<file path="config.mk">
export PLATFORM = sky130hd
export DESIGN_NAME = rx_pkt_arb
export DESIGN_NICKNAME = d
export VERILOG_FILES = /design/src/rtl/rx_pkt_arb_pkg.sv /design/src/rtl/rx_pkt_arb_mux.sv /design/src/rtl/rx_pkt_arb.sv
export SDC_FILE = /design/constraint.sdc
export NUM_CORES = 1
export LEC_CHECK = 0
export BUFFER_PORTS_ARGS = -buffer_cell sky130_fd_sc_hd__buf_2
export CORE_MARGIN = 10
export CORE_UTILIZATION = 25
export CTS_CLUSTER_DIAMETER = 100
export CTS_CLUSTER_SIZE = 10
export DETAILED_ROUTE_END_ITERATION = 10
export SYNTH_ARGS = -nofsm -noshare
export SYNTH_HDL_FRONTEND = slang
export SYNTH_SLANG_ARGS = --single-unit
</file>
<file path="constraint.sdc">
create_clock -name clk -period 6.3 [get_ports clk]
set_input_delay 0.315 -clock clk [delete_from_list [all_inputs] [get_ports clk]]
set_output_delay 0.315 -clock clk [all_outputs]
set_load 0.05 [all_outputs]
</file>
<file path="src/rtl/rx_pkt_arb_pkg.sv">
// rx_pkt_arb_pkg: shared types and width defaults for rx_pkt_arb and rx_filter
// Contents: FSM state encoding, source-index type, DATA_W/MOD_W defaults.
package rx_pkt_arb_pkg;
    localparam int DATA_W_DEF = 32;
    localparam int MOD_W_DEF  = 2;

    typedef enum logic [1:0] {IDLE, PASS, ABORT, FLUSH} state_t;

    typedef logic src_t;
endpackage

</file>
<file path="src/rtl/rx_pkt_arb_mux.sv">
// rx_pkt_arb_mux: combinational 2:1 selection of one source stream by sel
// Ports: sel picks s1_* when 1, s0_* when 0; m_* carry the selected
// {din, sop, eop, vld, mod, err}.
module rx_pkt_arb_mux
    import rx_pkt_arb_pkg::*;
#(
    parameter int DATA_W = DATA_W_DEF,
    parameter int MOD_W  = MOD_W_DEF
) (
    input  src_t              sel,
    input  logic [DATA_W-1:0] s0_din,
    input  logic              s0_din_sop,
    input  logic              s0_din_eop,
    input  logic              s0_din_vld,
    input  logic [MOD_W-1:0]  s0_din_mod,
    input  logic              s0_din_err,
    input  logic [DATA_W-1:0] s1_din,
    input  logic              s1_din_sop,
    input  logic              s1_din_eop,
    input  logic              s1_din_vld,
    input  logic [MOD_W-1:0]  s1_din_mod,
    input  logic              s1_din_err,
    output logic [DATA_W-1:0] m_din,
    output logic              m_sop,
    output logic              m_eop,
    output logic              m_vld,
    output logic [MOD_W-1:0]  m_mod,
    output logic              m_err
);
    assign m_din = sel ? s1_din     : s0_din;
    assign m_sop = sel ? s1_din_sop : s0_din_sop;
    assign m_eop = sel ? s1_din_eop : s0_din_eop;
    assign m_vld = sel ? s1_din_vld : s0_din_vld;
    assign m_mod = sel ? s1_din_mod : s0_din_mod;
    assign m_err = sel ? s1_din_err : s0_din_err;
endmodule

</file>
<file path="src/rtl/rx_pkt_arb.sv">
// rx_pkt_arb: two-source round-robin packet arbiter feeding rx_filter
// Ports: clk, rst (async, active-high); s0_*/s1_* source streams with
// sN_din_rdy backpressure; dout_* merged stream qualified by dout_rdy;
// grant = current/last granted source; drop_cnt = saturating discard count.
module rx_pkt_arb
    import rx_pkt_arb_pkg::*;
#(
    parameter int DATA_W  = DATA_W_DEF,
    parameter int MOD_W   = MOD_W_DEF,
    parameter int TIMEOUT = 64,
    parameter int TO_W    = 7,
    parameter int CNT_W   = 16
) (
    input  logic              clk,
    input  logic              rst,
    input  logic [DATA_W-1:0] s0_din,
    input  logic              s0_din_sop,
    input  logic              s0_din_eop,
    input  logic              s0_din_vld,
    input  logic              s0_din_err,
    input  logic [MOD_W-1:0]  s0_din_mod,
    output logic              s0_din_rdy,
    input  logic [DATA_W-1:0] s1_din,
    input  logic              s1_din_sop,
    input  logic              s1_din_eop,
    input  logic              s1_din_vld,
    input  logic              s1_din_err,
    input  logic [MOD_W-1:0]  s1_din_mod,
    output logic              s1_din_rdy,
    output logic [DATA_W-1:0] dout,
    output logic              dout_sop,
    output logic              dout_eop,
    output logic              dout_vld,
    output logic              dout_err,
    output logic [MOD_W-1:0]  dout_mod,
    input  logic              dout_rdy,
    output logic              grant,
    output logic [CNT_W-1:0]  drop_cnt
);
    state_t            state, state_nxt;
    src_t              grant_nxt;
    logic [TO_W-1:0]   to_cnt, to_nxt;
    logic              first, first_nxt;
    logic [1:0]        drop_inc;
    logic [CNT_W:0]    drop_sum;
    logic              s0_rdy_c, s1_rdy_c, rdy_g;
    logic              req0, req1, trunc;
    logic [DATA_W-1:0] m_din;
    logic              m_sop, m_eop, m_vld, m_err;
    logic [MOD_W-1:0]  m_mod;

    rx_pkt_arb_mux #(.DATA_W(DATA_W), .MOD_W(MOD_W)) u_mux (
        .sel       (grant),
        .s0_din    (s0_din),
        .s0_din_sop(s0_din_sop),
        .s0_din_eop(s0_din_eop),
        .s0_din_vld(s0_din_vld),
        .s0_din_mod(s0_din_mod),
        .s0_din_err(s0_din_err),
        .s1_din    (s1_din),
        .s1_din_sop(s1_din_sop),
        .s1_din_eop(s1_din_eop),
        .s1_din_vld(s1_din_vld),
        .s1_din_mod(s1_din_mod),
        .s1_din_err(s1_din_err),
        .m_din     (m_din),
        .m_sop     (m_sop),
        .m_eop     (m_eop),
        .m_vld     (m_vld),
        .m_mod     (m_mod),
        .m_err     (m_err)
    );

    assign req0  = s0_din_vld && s0_din_sop;
    assign req1  = s1_din_vld && s1_din_sop;
    // a fresh sop after the first word means the source restarted mid-packet
    assign trunc = m_vld && m_sop && !first;

    // gate with rst so neither source sees ready while reset is held
    assign s0_din_rdy = s0_rdy_c && !rst;
    assign s1_din_rdy = s1_rdy_c && !rst;

    assign drop_sum = {1'b0, drop_cnt} + (CNT_W+1)'(drop_inc);

    always_comb begin
        state_nxt = state;
        grant_nxt = grant;
        to_nxt    = to_cnt;
        first_nxt = first;
        drop_inc  = 2'd0;
        rdy_g     = 1'b0;
        s0_rdy_c  = 1'b0;
        s1_rdy_c  = 1'b0;
        dout      = '0;
        dout_sop  = 1'b0;
        dout_eop  = 1'b0;
        dout_vld  = 1'b0;
        dout_err  = 1'b0;
        dout_mod  = '0;
        unique case (state)
            IDLE: begin
                s0_rdy_c = s0_din_vld && !s0_din_sop;
                s1_rdy_c = s1_din_vld && !s1_din_sop;
                drop_inc = {1'b0, s0_rdy_c} + {1'b0, s1_rdy_c};
                if (req0 || req1) begin
                    grant_nxt = (req0 && req1) ? ~grant : req1;
                    state_nxt = PASS;
                    to_nxt    = '0;
                    first_nxt = 1'b1;
                end
            end
            PASS: begin
                dout     = m_din;
                dout_sop = m_sop;
                dout_eop = m_eop;
                dout_err = m_err;
                dout_mod = m_mod;
                dout_vld = m_vld && !trunc;
                rdy_g    = dout_rdy && !trunc;
                s0_rdy_c = rdy_g && !grant;
                s1_rdy_c = rdy_g && grant;
                if (trunc)
                    state_nxt = ABORT;
                else if (m_vld) begin
                    if (dout_rdy) begin
                        to_nxt    = '0;
                        first_nxt = 1'b0;
                        state_nxt = m_eop ? IDLE : PASS;
                    end
                end
                // abort on the cycle the counter would reach TIMEOUT-1
                else if (to_cnt == TO_W'(TIMEOUT - 2))
                    state_nxt = ABORT;
                else
                    to_nxt = to_cnt + 1'b1;
            end
            ABORT: begin
                dout_vld  = 1'b1;
                dout_eop  = 1'b1;
                dout_err  = 1'b1;
                state_nxt = dout_rdy ? FLUSH : ABORT;
            end
            FLUSH: begin
                rdy_g    = !m_sop;
                s0_rdy_c = rdy_g && !grant;
                s1_rdy_c = rdy_g && grant;
                if (m_vld && m_sop)
                    state_nxt = IDLE;
                else if (m_vld) begin
                    drop_inc  = 2'd1;
                    state_nxt = m_eop ? IDLE : FLUSH;
                end
            end
        endcase
    end

    always_ff @(posedge clk or posedge rst) begin
        if (rst) begin
            state    <= IDLE;
            grant    <= 1'b1;
            to_cnt   <= '0;
            first    <= 1'b0;
            drop_cnt <= '0;
        end else begin
            state    <= state_nxt;
            grant    <= grant_nxt;
            to_cnt   <= to_nxt;
            first    <= first_nxt;
            drop_cnt <= drop_sum[CNT_W] ? '1 : drop_sum[CNT_W-1:0];
        end
    end
endmodule

</file>
==> flow_summary.json <==
{
  "status": "completed",
  "cp_slowest_stage_delay_ps": 580,
  "h-tree-depth": 1,
  "sequentialPowerShare_pct": 16.5,
  "drive_above_1_share_pct": 36.57,
  "syn_area_sq_um": 2370,
  "die_h_um": 117.4,
  "endpoint_kind": "flop",
  "syn_to_final_growth_pct": 35.37,
  "antenna_left": 0,
  "syn-num-nets": 365,
  "numCtsBuffers": 3,
  "power_frac_comb_pct": 76.7,
  "finalCriticalPeriod_ps": 3568,
  "coreArea_sq_um": 9240,
  "ys_seq_elements": 27,
  "final_common_cell": "buf_2",
  "initial_core_util_pct": 25.65,
  "cap_violations": 0,
  "fmax_mhz": 280.3,
  "antenna_found_initial": 0,
  "grt-ovfl-total": 0,
  "num_rows": 35,
  "yosysUniqueCellTypes": 54,
  "cp-endpoint": "drop_cnt[2]",
  "fin_ws_ps": 2732,
  "ir_worst_vdd_v": 0.0002419,
  "p_int_uw": 590.1,
  "crit_fanout": 48,
  "r2r_setup_slack_ps": 2730,
  "fin_setup_tns_ps": 0,
  "finish.utilization_pct": 34.72,
  "die_area_sq_um": 13770,
  "cp_data_arrival_time_ps": 3760,
  "r2r_start": "grant",
  "cts_setup_buffers": 0,
  "ios": 136,
  "cts_root_buf": "clkbuf_8",
  "die_w_um": 117.4,
  "final_nets": 493,
  "whs_ps": 311.6,
  "cp_slowest_cell": "or3_1",
  "p_leak_nw": 1.744,
  "clock_sink_count": 27,
  "drv_slew": 0,
  "mostFrequentLayoutCells": "135 x buf_2, 41 x nor2b_1, 38 x mux2i_1",
  "avgRoutedWirePerCell_um": 14.52,
  "cp_cell_sequence": "buf_4, mux2i_1, a32oi_1, nor2_1, ha_1, inv_1, fa_1, nor2b_1, nand2_1, or3_1, o21ai_0",
  "worstMarginPinSlew_ps": 1057,
  "gp_congestion": 0.8118,
  "ctsLongestPathBuffers": 2,
  "yosys_most_used_dff": "dfrtp_1",
  "pwr_density_cell_nw_per_um2": 459.8,
  "hold_viol": 0,
  "finalCritPeriodShare_pct": 56.64,
  "grtUsageTotal_pct": 10.36,
  "grt_pass1_vias": 2433,
  "p_sw_uw": 885.1,
  "drt_iter0_drc": 162,
  "worst_setup_path_start_kind": "flop",
  "synth_edf_count": 0,
  "clockPowerShare_pct": 6.8,
  "grt_pass1_wl_um": 12390,
  "drc": 0,
  "pre_cts_slack_ps": 2726,
  "r2r-end": "drop_cnt[2]",
  "cts_tree": "done",
  "syn_inst": 275,
  "path_clk_slew_ps": 100,
  "criticalPathCategory": "reg -> reg",
  "rsz0062_at_grt": "false",
  "required_ps": 6490,
  "relSlewSlack_pct": 29.47,
  "worstHoldPathType": "in -> async",
  "drt-total-wl_um": 7712,
  "async_flop_share_pct": 100.0,
  "routed-via-count": 2476,
  "diodes": 0,
  "finClkSkew_ps": 6.034,
  "avgViaCountPerCell": 4.663,
  "cts_hold_buf": 0,
  "setup_violations": 0,
  "ctsResizeCount": 0,
  "reg2reg_depth": 11,
  "post-dp-hpwl_um": 6201,
  "clock_latency_ps": 270,
  "grt_max_degree": 50,
  "seq_area_frac_synth_pct": 28.56,
  "portBuffers": 135,
  "startpoint": "grant",
  "avgSynthCellArea_sq_um": 8.617,
  "ys_warn_count": 0,
  "swShare_pct": 60.00,
  "drtPass1Iterations": 4
}
[final cells by class]
type	instances	area [sq um]
tap	129	161.4
multi-input combinational	221	1585
inverter	13	48.80
timing repair buffer	137	690.7
sequential	27	676.9
fill	963	6032
clock buffer	4	45.04
[power groups by stage]
| stage | registers [mW] | clock network (mW) | logic, mW |
|---|---|---|---|
| floorplan | 0.303 | 0 | 0.847 |
| global placement | 0.246 | 0 | 1.13 |
| finish | 0.243 | 0.100 | 1.13 |
| CTS | 0.243 | 0.107 | 1.14 |
| detailed placement | 0.246 | 0 | 1.14 |
| global route | 0.248 | 0.118 | 1.21 |
[Yosys cell counts, types with 2 or more instances]
| cell type | instances | area share, % |
|---|---|---|
| nor2b_1 | 41 | 11 |
| mux2i_1 | 38 | 16 |
| dfrtp_1 | 26 | 27 |
| nand2_1 | 24 | 3.8 |
| nand3_1 | 13 | 2.7 |
| inv_1 | 12 | 1.9 |
| a21oi_1 | 10 | 2.1 |
| ha_1 | 10 | 5.3 |
| o21ai_0 | 10 | 2.1 |
| clkbuf_1 | 9 | 1.4 |
| nor2_1 | 8 | 1.3 |
| nand4_1 | 6 | 1.6 |
| mux2_2 | 4 | 1.9 |
| xor2_1 | 4 | 1.5 |
| o211ai_1 | 3 | 0.95 |
| or3_1 | 3 | 0.79 |
| or4_1 | 3 | 0.95 |
| xnor2_1 | 3 | 1.1 |
| a21o_1 | 2 | 0.63 |
| a31oi_1 | 2 | 0.53 |
| a41oi_1 | 2 | 0.74 |
| and3_1 | 2 | 0.53 |
| buf_1 | 2 | 0.32 |
| buf_2 | 2 | 0.42 |
| nand2b_1 | 2 | 0.53 |
| nor3_1 | 2 | 0.42 |
| o21a_1 | 2 | 0.63 |
| o21ai_1 | 2 | 0.42 |
| o31ai_1 | 2 | 0.63 |
| o41ai_1 | 2 | 0.74 |
[layer usage]
layer	vias to the layer above	wire length (um)	global-route usage (%)
li1	1235	-	-
met1	1135	3223	12.28
met2	102	3832	18.18
met3	4	618	3.022
met4	0	37	1.721
met5	-	0	0
[state kept, by name, indices dropped and copies added, names as in the netlist]
| name | cells |
|---|---|
| to_cnt | 7 |
| state | 2 |
| drop_cnt | 16 |
| first | 1 |
| grant | 1 |
[worst min path at each step]
stage / to / slack [ps] / cells after the start
floorplan: drop_cnt[0] / 370 / 1
global placement: to_cnt[6] / 530 / 2
detailed placement: drop_cnt[4] / 540 / 2
CTS: grant / 300 / 2
global route: grant / 320 / 2
finish: to_cnt[0] / 310 / 2
[critical path: cells and delay by family, from the launching register on]
family	cells	cell delay [ps]
adders and majority gates	2	540
DFF	1	520
and+or+nand+nor	4	1210
buffers and inverters	2	610
muxes	1	320
AOI/OAI and AO/OA	2	270
[stage by stage]
stage                     area [sq um]  instances  power, mW
after global routing              3208        531      1.578
after CTS                         3208        531      1.493
final                             3208        531      1.475
after detailed placement          3163        527      1.386
after floorplan                   2370        275      1.151
after global placement            3163        527      1.375
[kinds of logic after synthesis]
family          synth area share, %
compound gates                12.67
xor+xnor                      2.587
fa+ha+maj                     6.125
buf+inv                       4.541
flops                         28.56
mux                           18.43
simple gates                  27.09
(Power assumes the default switching activity.)
